[src/rtl/instr_fetch_pkg.sv]
// Shared types and constants for the instruction fetch unit.
//   fetch_entry_t : {pc, instr} pair buffered between memory and decode
//   FC_*          : fault codes reported on o_fault_code
package instr_fetch_pkg;

    localparam int unsigned XLEN        = 32;
    localparam int unsigned ENTRY_W     = 2 * XLEN;
    localparam logic [31:0] PC_RESET_DEFAULT = 32'h0000_0000;

    localparam logic [1:0] FC_NONE     = 2'd0;
    localparam logic [1:0] FC_MISALIGN = 2'd1;
    localparam logic [1:0] FC_TIMEOUT  = 2'd2;

    typedef struct packed {
        logic [XLEN-1:0] pc;
        logic [XLEN-1:0] instr;
    } fetch_entry_t;

    // Instruction targets must be word aligned.
    function automatic logic is_word_aligned(input logic [XLEN-1:0] addr);
        return addr[1:0] == 2'b00;
    endfunction

endpackage

[src/rtl/instr_fetch_fifo.sv]
// Fetched-instruction buffer: first-word-fall-through FIFO of fetch_entry_t.
//   clk, rst   : clock, synchronous active-high reset
//   flush      : synchronous clear (dominates push and pop)
//   push/push_data, pop : write and read strobes (ignored when full/empty)
//   head       : oldest entry, valid whenever empty=0
//   count/full/empty : occupancy status, all from registered state
module instr_fetch_fifo
    import instr_fetch_pkg::*;
#(
    parameter int unsigned DEPTH = 2
) (
    input  logic                         clk,
    input  logic                         rst,
    input  logic                         flush,
    input  logic                         push,
    input  fetch_entry_t                 push_data,
    input  logic                         pop,
    output fetch_entry_t                 head,
    output logic [$clog2(DEPTH+1)-1:0]   count,
    output logic                         full,
    output logic                         empty
);

    localparam int unsigned PTR_W = (DEPTH > 1) ? $clog2(DEPTH) : 1;
    localparam int unsigned CNT_W = $clog2(DEPTH + 1);

    fetch_entry_t     mem_q [DEPTH];
    fetch_entry_t     mem_d [DEPTH];
    logic [PTR_W-1:0] wr_ptr_q, wr_ptr_d;
    logic [PTR_W-1:0] rd_ptr_q, rd_ptr_d;
    logic [CNT_W-1:0] count_q, count_d;

    logic do_push;
    logic do_pop;

    assign full    = (count_q == CNT_W'(DEPTH));
    assign empty   = (count_q == '0);
    assign count   = count_q;
    assign head    = mem_q[rd_ptr_q];
    assign do_push = push & ~full & ~flush;
    assign do_pop  = pop & ~empty & ~flush;

    // Pointer/count update; DEPTH is a power of two so pointers wrap naturally.
    always_comb begin
        wr_ptr_d = wr_ptr_q;
        rd_ptr_d = rd_ptr_q;
        count_d  = count_q;
        mem_d    = mem_q;
        if (flush) begin
            wr_ptr_d = '0;
            rd_ptr_d = '0;
            count_d  = '0;
        end else begin
            if (do_push) begin
                mem_d[wr_ptr_q] = push_data;
                wr_ptr_d        = wr_ptr_q + PTR_W'(1);
            end
            if (do_pop) begin
                rd_ptr_d = rd_ptr_q + PTR_W'(1);
            end
            case ({do_push, do_pop})
                2'b10:   count_d = count_q + CNT_W'(1);
                2'b01:   count_d = count_q - CNT_W'(1);
                default: count_d = count_q;
            endcase
        end
    end

    always_ff @(posedge clk) begin
        if (rst) begin
            wr_ptr_q <= '0;
            rd_ptr_q <= '0;
            count_q  <= '0;
        end else begin
            wr_ptr_q <= wr_ptr_d;
            rd_ptr_q <= rd_ptr_d;
            count_q  <= count_d;
        end
    end

    // Storage is data-only; occupancy reset alone invalidates it.
    always_ff @(posedge clk) begin
        mem_q <= mem_d;
    end

endmodule

[src/rtl/instr_fetch.sv]
// Instruction fetch initiator on the stb/ack instruction-memory bus.
//   clk, rst                 : clock, synchronous active-high reset
//   o_iaddr, o_istb          : fetch request (held while waiting for ack)
//   i_iack, i_idata          : memory response (may be zero latency)
//   o_valid, o_instr, o_pc   : head of the fetched-instruction buffer
//   i_ready                  : decode consumes head when o_valid & i_ready
//   i_redirect, i_redirect_pc: branch/jump/trap PC change, flushes buffer
//   o_fault, o_fault_code    : sticky fault (misaligned target / ack timeout)
module instr_fetch
    import instr_fetch_pkg::*;
#(
    parameter logic [31:0] PC_RESET    = PC_RESET_DEFAULT,
    parameter int unsigned FIFO_DEPTH  = 2,
    parameter int unsigned ACK_TIMEOUT = 16
) (
    input  logic        clk,
    input  logic        rst,
    output logic [31:0] o_iaddr,
    output logic        o_istb,
    input  logic        i_iack,
    input  logic [31:0] i_idata,
    output logic        o_valid,
    output logic [31:0] o_instr,
    output logic [31:0] o_pc,
    input  logic        i_ready,
    input  logic        i_redirect,
    input  logic [31:0] i_redirect_pc,
    output logic        o_fault,
    output logic [1:0]  o_fault_code
);

    localparam logic [0:0]  ST_REQ   = 1'b0;
    localparam logic [0:0]  ST_FAULT = 1'b1;
    localparam int unsigned CNT_W    = $clog2(FIFO_DEPTH + 1);
    localparam int unsigned TO_W     = $clog2(ACK_TIMEOUT + 1);

    logic [31:0]     pc_q, pc_d;
    logic [0:0]      state_q, state_d;
    logic [TO_W-1:0] to_cnt_q, to_cnt_d;
    logic [1:0]      fault_code_q, fault_code_d;

    fetch_entry_t     fifo_head;
    fetch_entry_t     fifo_wdata;
    logic [CNT_W-1:0] fifo_count;
    logic             fifo_full;
    logic             fifo_empty;
    logic             fifo_push;
    logic             fifo_pop;
    logic             istb;
    logic             ack;

    // Request only from registered state; rst gates it so the bus stays idle during reset.
    assign istb       = ~rst & (state_q == ST_REQ) & (fifo_count < CNT_W'(FIFO_DEPTH));
    assign ack        = istb & i_iack;
    assign fifo_push  = ack & ~i_redirect & ~fifo_full;
    assign fifo_pop   = ~fifo_empty & i_ready;
    assign fifo_wdata = '{pc: pc_q, instr: i_idata};

    instr_fetch_fifo #(
        .DEPTH (FIFO_DEPTH)
    ) u_fifo (
        .clk       (clk),
        .rst       (rst),
        .flush     (i_redirect),
        .push      (fifo_push),
        .push_data (fifo_wdata),
        .pop       (fifo_pop),
        .head      (fifo_head),
        .count     (fifo_count),
        .full      (fifo_full),
        .empty     (fifo_empty)
    );

    // Next-state: redirect beats ack, ack beats timeout.
    always_comb begin
        pc_d         = pc_q;
        state_d      = state_q;
        to_cnt_d     = to_cnt_q;
        fault_code_d = fault_code_q;
        if (i_redirect) begin
            to_cnt_d = '0;
            if (is_word_aligned(i_redirect_pc)) begin
                pc_d         = i_redirect_pc;
                state_d      = ST_REQ;
                fault_code_d = FC_NONE;
            end else begin
                state_d      = ST_FAULT;
                fault_code_d = FC_MISALIGN;
            end
        end else if (ack) begin
            pc_d     = pc_q + 32'd4;
            to_cnt_d = '0;
        end else if (istb) begin
            if (to_cnt_q == TO_W'(ACK_TIMEOUT - 1)) begin
                state_d      = ST_FAULT;
                fault_code_d = FC_TIMEOUT;
                to_cnt_d     = '0;
            end else begin
                to_cnt_d = to_cnt_q + TO_W'(1);
            end
        end
    end

    always_ff @(posedge clk) begin
        if (rst) begin
            pc_q         <= PC_RESET;
            state_q      <= ST_REQ;
            to_cnt_q     <= '0;
            fault_code_q <= FC_NONE;
        end else begin
            pc_q         <= pc_d;
            state_q      <= state_d;
            to_cnt_q     <= to_cnt_d;
            fault_code_q <= fault_code_d;
        end
    end

    assign o_iaddr      = pc_q;
    assign o_istb       = istb;
    assign o_valid      = ~fifo_empty;
    assign o_pc         = fifo_head.pc;
    assign o_instr      = fifo_head.instr;
    assign o_fault      = (fault_code_q != FC_NONE);
    assign o_fault_code = fault_code_q;

endmodule

[config.mk]
export PLATFORM = sky130hd
export DESIGN_NAME = instr_fetch
export DESIGN_NICKNAME = d
export VERILOG_FILES = /design/src/rtl/instr_fetch_pkg.sv /design/src/rtl/instr_fetch_fifo.sv /design/src/rtl/instr_fetch.sv
export SDC_FILE = /design/constraint.sdc
export NUM_CORES = 1
export LEC_CHECK = 0
export ABC_AREA = 1
export BUFFER_PORTS_ARGS = -buffer_cell sky130_fd_sc_hd__buf_2
export CORE_AREA = 4 4 138 140
export CTS_CLUSTER_SIZE = 24
export DETAILED_ROUTE_END_ITERATION = 8
export DIE_AREA = 0 0 142 144
export GPL_ROUTABILITY_DRIVEN = 0
export RECOVER_POWER = 50
export SLEW_MARGIN = 20
export SYNTH_ARGS = -nofsm -noshare
export SYNTH_HDL_FRONTEND = slang
export SYNTH_SLANG_ARGS = --single-unit
[constraint.sdc]
create_clock -name clk -period 11.95 [get_ports clk]
set_input_delay 1.195 -clock clk [delete_from_list [all_inputs] [get_ports clk]]
set_output_delay 1.195 -clock clk [all_outputs]
set_load 0.01 [all_outputs]
==> results.md <==
- Worst rel slew slack: -0.3896
- Die height: 144 µm
- DRT iter0 DRCs: 346
- Effective utilization at floorplan: 0.4162
- Post-CTS sizing: 0
- Setup TNS: 0 ps
- Number of buffers created by CTS: 17
- Mean routed wirelength per cell: 14.39 µm
- Hold path cells: 1
- CP Data Arrival Time: 5380 ps
- Layout Area Growth over Synthesis: 21.12%
- Busiest layer in global routing: met2
- Total Nets Final: 1035
- Number of vias after detailed routing: 5664
- End of the worst register-to-register path: o_iaddr[8]
- Max rail drop VDD: 99.44 µV
- Area of the core: 17840 µm²
- Via count of the first global-routing pass: 5156
- Met3 usage in global routing: 0.04001
- Most used DFF post-synth: sky130_fd_sc_hd__edfxtp_1
- Global-route wire length before repair: 26880 µm
- Sequential cell fraction of total power: 0.500
- CTS clk-pin slew, worst paths: 60 ps
- HPWL after detailed placement: 11500 µm
- Synthesized netlist cell count: 801
- Post-synthesis cell type with the largest combined area: sky130_fd_sc_hd__edfxtp_1
- Highest clock rate: 0.1970 GHz
- Hold violation total from the final report: 0
- Maximum Capacitance Violations: 2
- Leakage power figure: 3.535 nW
- Clock latency at the later pin of the worst-skew pair: 420 ps
- Worst Setup Start Kind: primary input
- Most frequent standard cell in the layout excluding fill and tap cells: sky130_fd_sc_hd__nand2_1
- All-Layer GR Usage: 0.1685
- Average footprint of a synthesized cell: 9.269 µm²
- DIE AREA: 20450 µm²
- Buffers inserted by post-CTS timing repair: 0
- Combinational power share: 0.064
- Category of the worst setup path capture point: flop
- Fraction of final layout cells sized beyond drive strength 1: 0.1704
- Post-synthesis instance area: 7425 µm²
- Met2 demand-to-capacity share in global routing: 0.2755
- Leading cell types in the layout, fill and taps excluded: sky130_fd_sc_hd__nand2_1 (338), sky130_fd_sc_hd__edfxtp_1 (128), sky130_fd_sc_hd__buf_2 (119)
- Number of setup violations in the final report: 0
- Async set-reset flop share out of synthesis: 0
- Critical R2R Launch: u_fifo.count[1]
- Worst-case reg-to-reg path depth: 8
- Failing checks: max-capacitance violations, max-slew violations
- Switching Fraction: 0.2162
- Count of nets left with antenna violations after detail routing: 0
- Port-buffer cells: 169
- Area after detailed placement: 8452 µm²
- Share of the yosys chip area belonging to registers: 0.6363
- Required time at the worst-slack endpoint: 12260 ps
- Distinct cells, synth: 38
- Hold worst-path end: u_fifo.count[0]
- Power share of the clock group: 0.437
- Result of the run: complete, but fails checks
- Pre-CTS setup slack: 8568 ps
- Standard-cell rows: 49
- Crit path setup slack, layout: 6874 ps
- Category of the critical setup timing path: primary input to flop
- Cell Int Power: 1.059 mW
- Met1 track utilization from global routing: 0.2278
- Number of sinks handled by clock tree synthesis: 172
- Worst Hold Class: flop to flop
- Global route overflow: 0
- Antenna violations before repair: 0
- Synthesis-stage register bit count: 172
- Maximum fanout encountered on the critical timing path: 47
- X dimension of the die: 142 µm
- Total inserted antenna cells: 0
- Start point of the worst hold path: u_fifo.count[0]
- Routed wire length: 17310 µm
- Share of the cycle needed by the critical path after routing: 0.4247
- Root cell of the clock tree: sky130_fd_sc_hd__clkbuf_16
- Worst clock skew: 13.91 ps
- Dominant cells by area after synthesis: sky130_fd_sc_hd__edfxtp_1 (52%), sky130_fd_sc_hd__nand2_1 (17%), sky130_fd_sc_hd__dfxtp_1 (12%), sky130_fd_sc_hd__nor2_1 (4.6%), sky130_fd_sc_hd__a21oi_1 (2.8%)
- Count of boundary I/O pins: 170
- Post-layout power: 1.351 mW
- Reg-to-reg setup timing slack: 9330 ps
- Post-synth EDFFs: 128
- CTS tree: built
- Fraction of post-synthesis cell area in the top cell type by area: 0.5177
- Syn Nets: 873
- RSZ-0062 raised after global routing: no
- Via density per instance: 4.708
- Switching component of the power: 0.2921 mW
- Hold-fix buffer count after cts: 0
- Utilization after layout: 0.5040
- Final routed DRC violation total: 0
- Power per standard cell area: 150.3 nW/µm²
- Deepest level of the CTS H-tree: 4
- YS warnings: 0
- DR pass1 iterations: 5
- Post-route design area: 8992 µm²
- Slew @ Worst Pin: 2084 ps
- Maximum number of pins on one net before global-route repair: 66
- Time the worst path needs with I/O delays and setup: 5076 ps
- Number of buffers between clock root and the deepest sink: 2
- Number of pins with negative max-slew slack in the final report: 66
-- sequential cells by signal, indices dropped and copies added, names as in the netlist --
register         count
u_fifo.mem_q       128
o_iaddr             32
to_cnt_q             5
o_fault_code         2
u_fifo.count         2
state_q              1
u_fifo.rd_ptr_q      1
u_fifo.wr_ptr_q      1
-- power by group through the flow --
stage	Sequential, mW	Combinational (mW)	Clock [mW]
floorplan	0.686	0.0500	0
global placement	0.688	0.0887	0
global route	0.677	0.0971	0.629
detailed placement	0.688	0.0895	0
finish	0.675	0.0860	0.590
CTS	0.675	0.0900	0.602
-- cell usage after synthesis, drive strengths merged (2+ instances only) --
| master | n |
|---|---|
| nand2 | 340 |
| buf | 12 |
| edfxtp | 128 |
| a21oi | 41 |
| inv | 38 |
| nand3 | 34 |
| ha | 3 |
| a21boi | 2 |
| a211oi | 2 |
| a31oi | 4 |
| dfxtp | 44 |
| o21ai | 26 |
| xor2 | 3 |
| clkbuf | 19 |
| nor2 | 95 |
-- stage by stage --
stage	hold slack [ps]	instances
6_report	449.1	1203
2_1_floorplan	421.8	801
3_5_place_dp	439.9	1173
5_1_grt	461.6	1203
3_3_place_gp	434.7	1173
4_1_cts	449.0	1203
-- cell type report --
cell class	instances	area (µm²)
multi-input cells	559	2384
inverters	39	153.9
repair buffers	174	817.0
clock buffers	19	432.9
flip-flops and latches	172	4726
clock inverters	11	192.7
well taps	229	286.5
fillers	1696	8848
-- critical path: stages --
cell and delay, ps:
sky130_fd_sc_hd__clkbuf_1 1040, sky130_fd_sc_hd__inv_1 140, sky130_fd_sc_hd__clkbuf_1 850, sky130_fd_sc_hd__a21boi_0 1670, sky130_fd_sc_hd__nand2_1 170, sky130_fd_sc_hd__o21ai_0 230, sky130_fd_sc_hd__a21oi_1 60
-- metal layers --
| layer | part of all wire | up-vias |
|---|---|---|
| met5 | 0 | - |
| met4 | 0.013 | 0 |
| met3 | 0.054 | 14 |
| met2 | 0.49 | 138 |
| met1 | 0.44 | 2572 |
| li1 | - | 2940 |
-- cell families (layout without fill, tap and decap cells) --
logic type,Yosys count,count (layout),share of synthesized area
and+or+nand+nor,474,474,0.2540
DFF,172,172,0.6363
AOI/OAI and AO/OA,78,78,0.05780
buffers and inverters,70,243,0.04213
xor gates and xnor gates,4,4,0.004719
adders and majority gates,3,3,0.005056
-- worst max path at each step --
stage,startpoint,to,slack (ps),cells past startpoint
after floorplan,i_redirect,u_fifo.mem_q[0],6980,5
after global placement,rst,u_fifo.mem_q[72],8580,7
after detailed placement,rst,u_fifo.mem_q[119],8570,7
after CTS,u_fifo.rd_ptr_q,o_pc[17],8390,6
after global routing,i_redirect,o_iaddr[14],6340,8
final,i_redirect,o_iaddr[8],6870,7
Note: power is estimated with default switching activity, not from simulation.
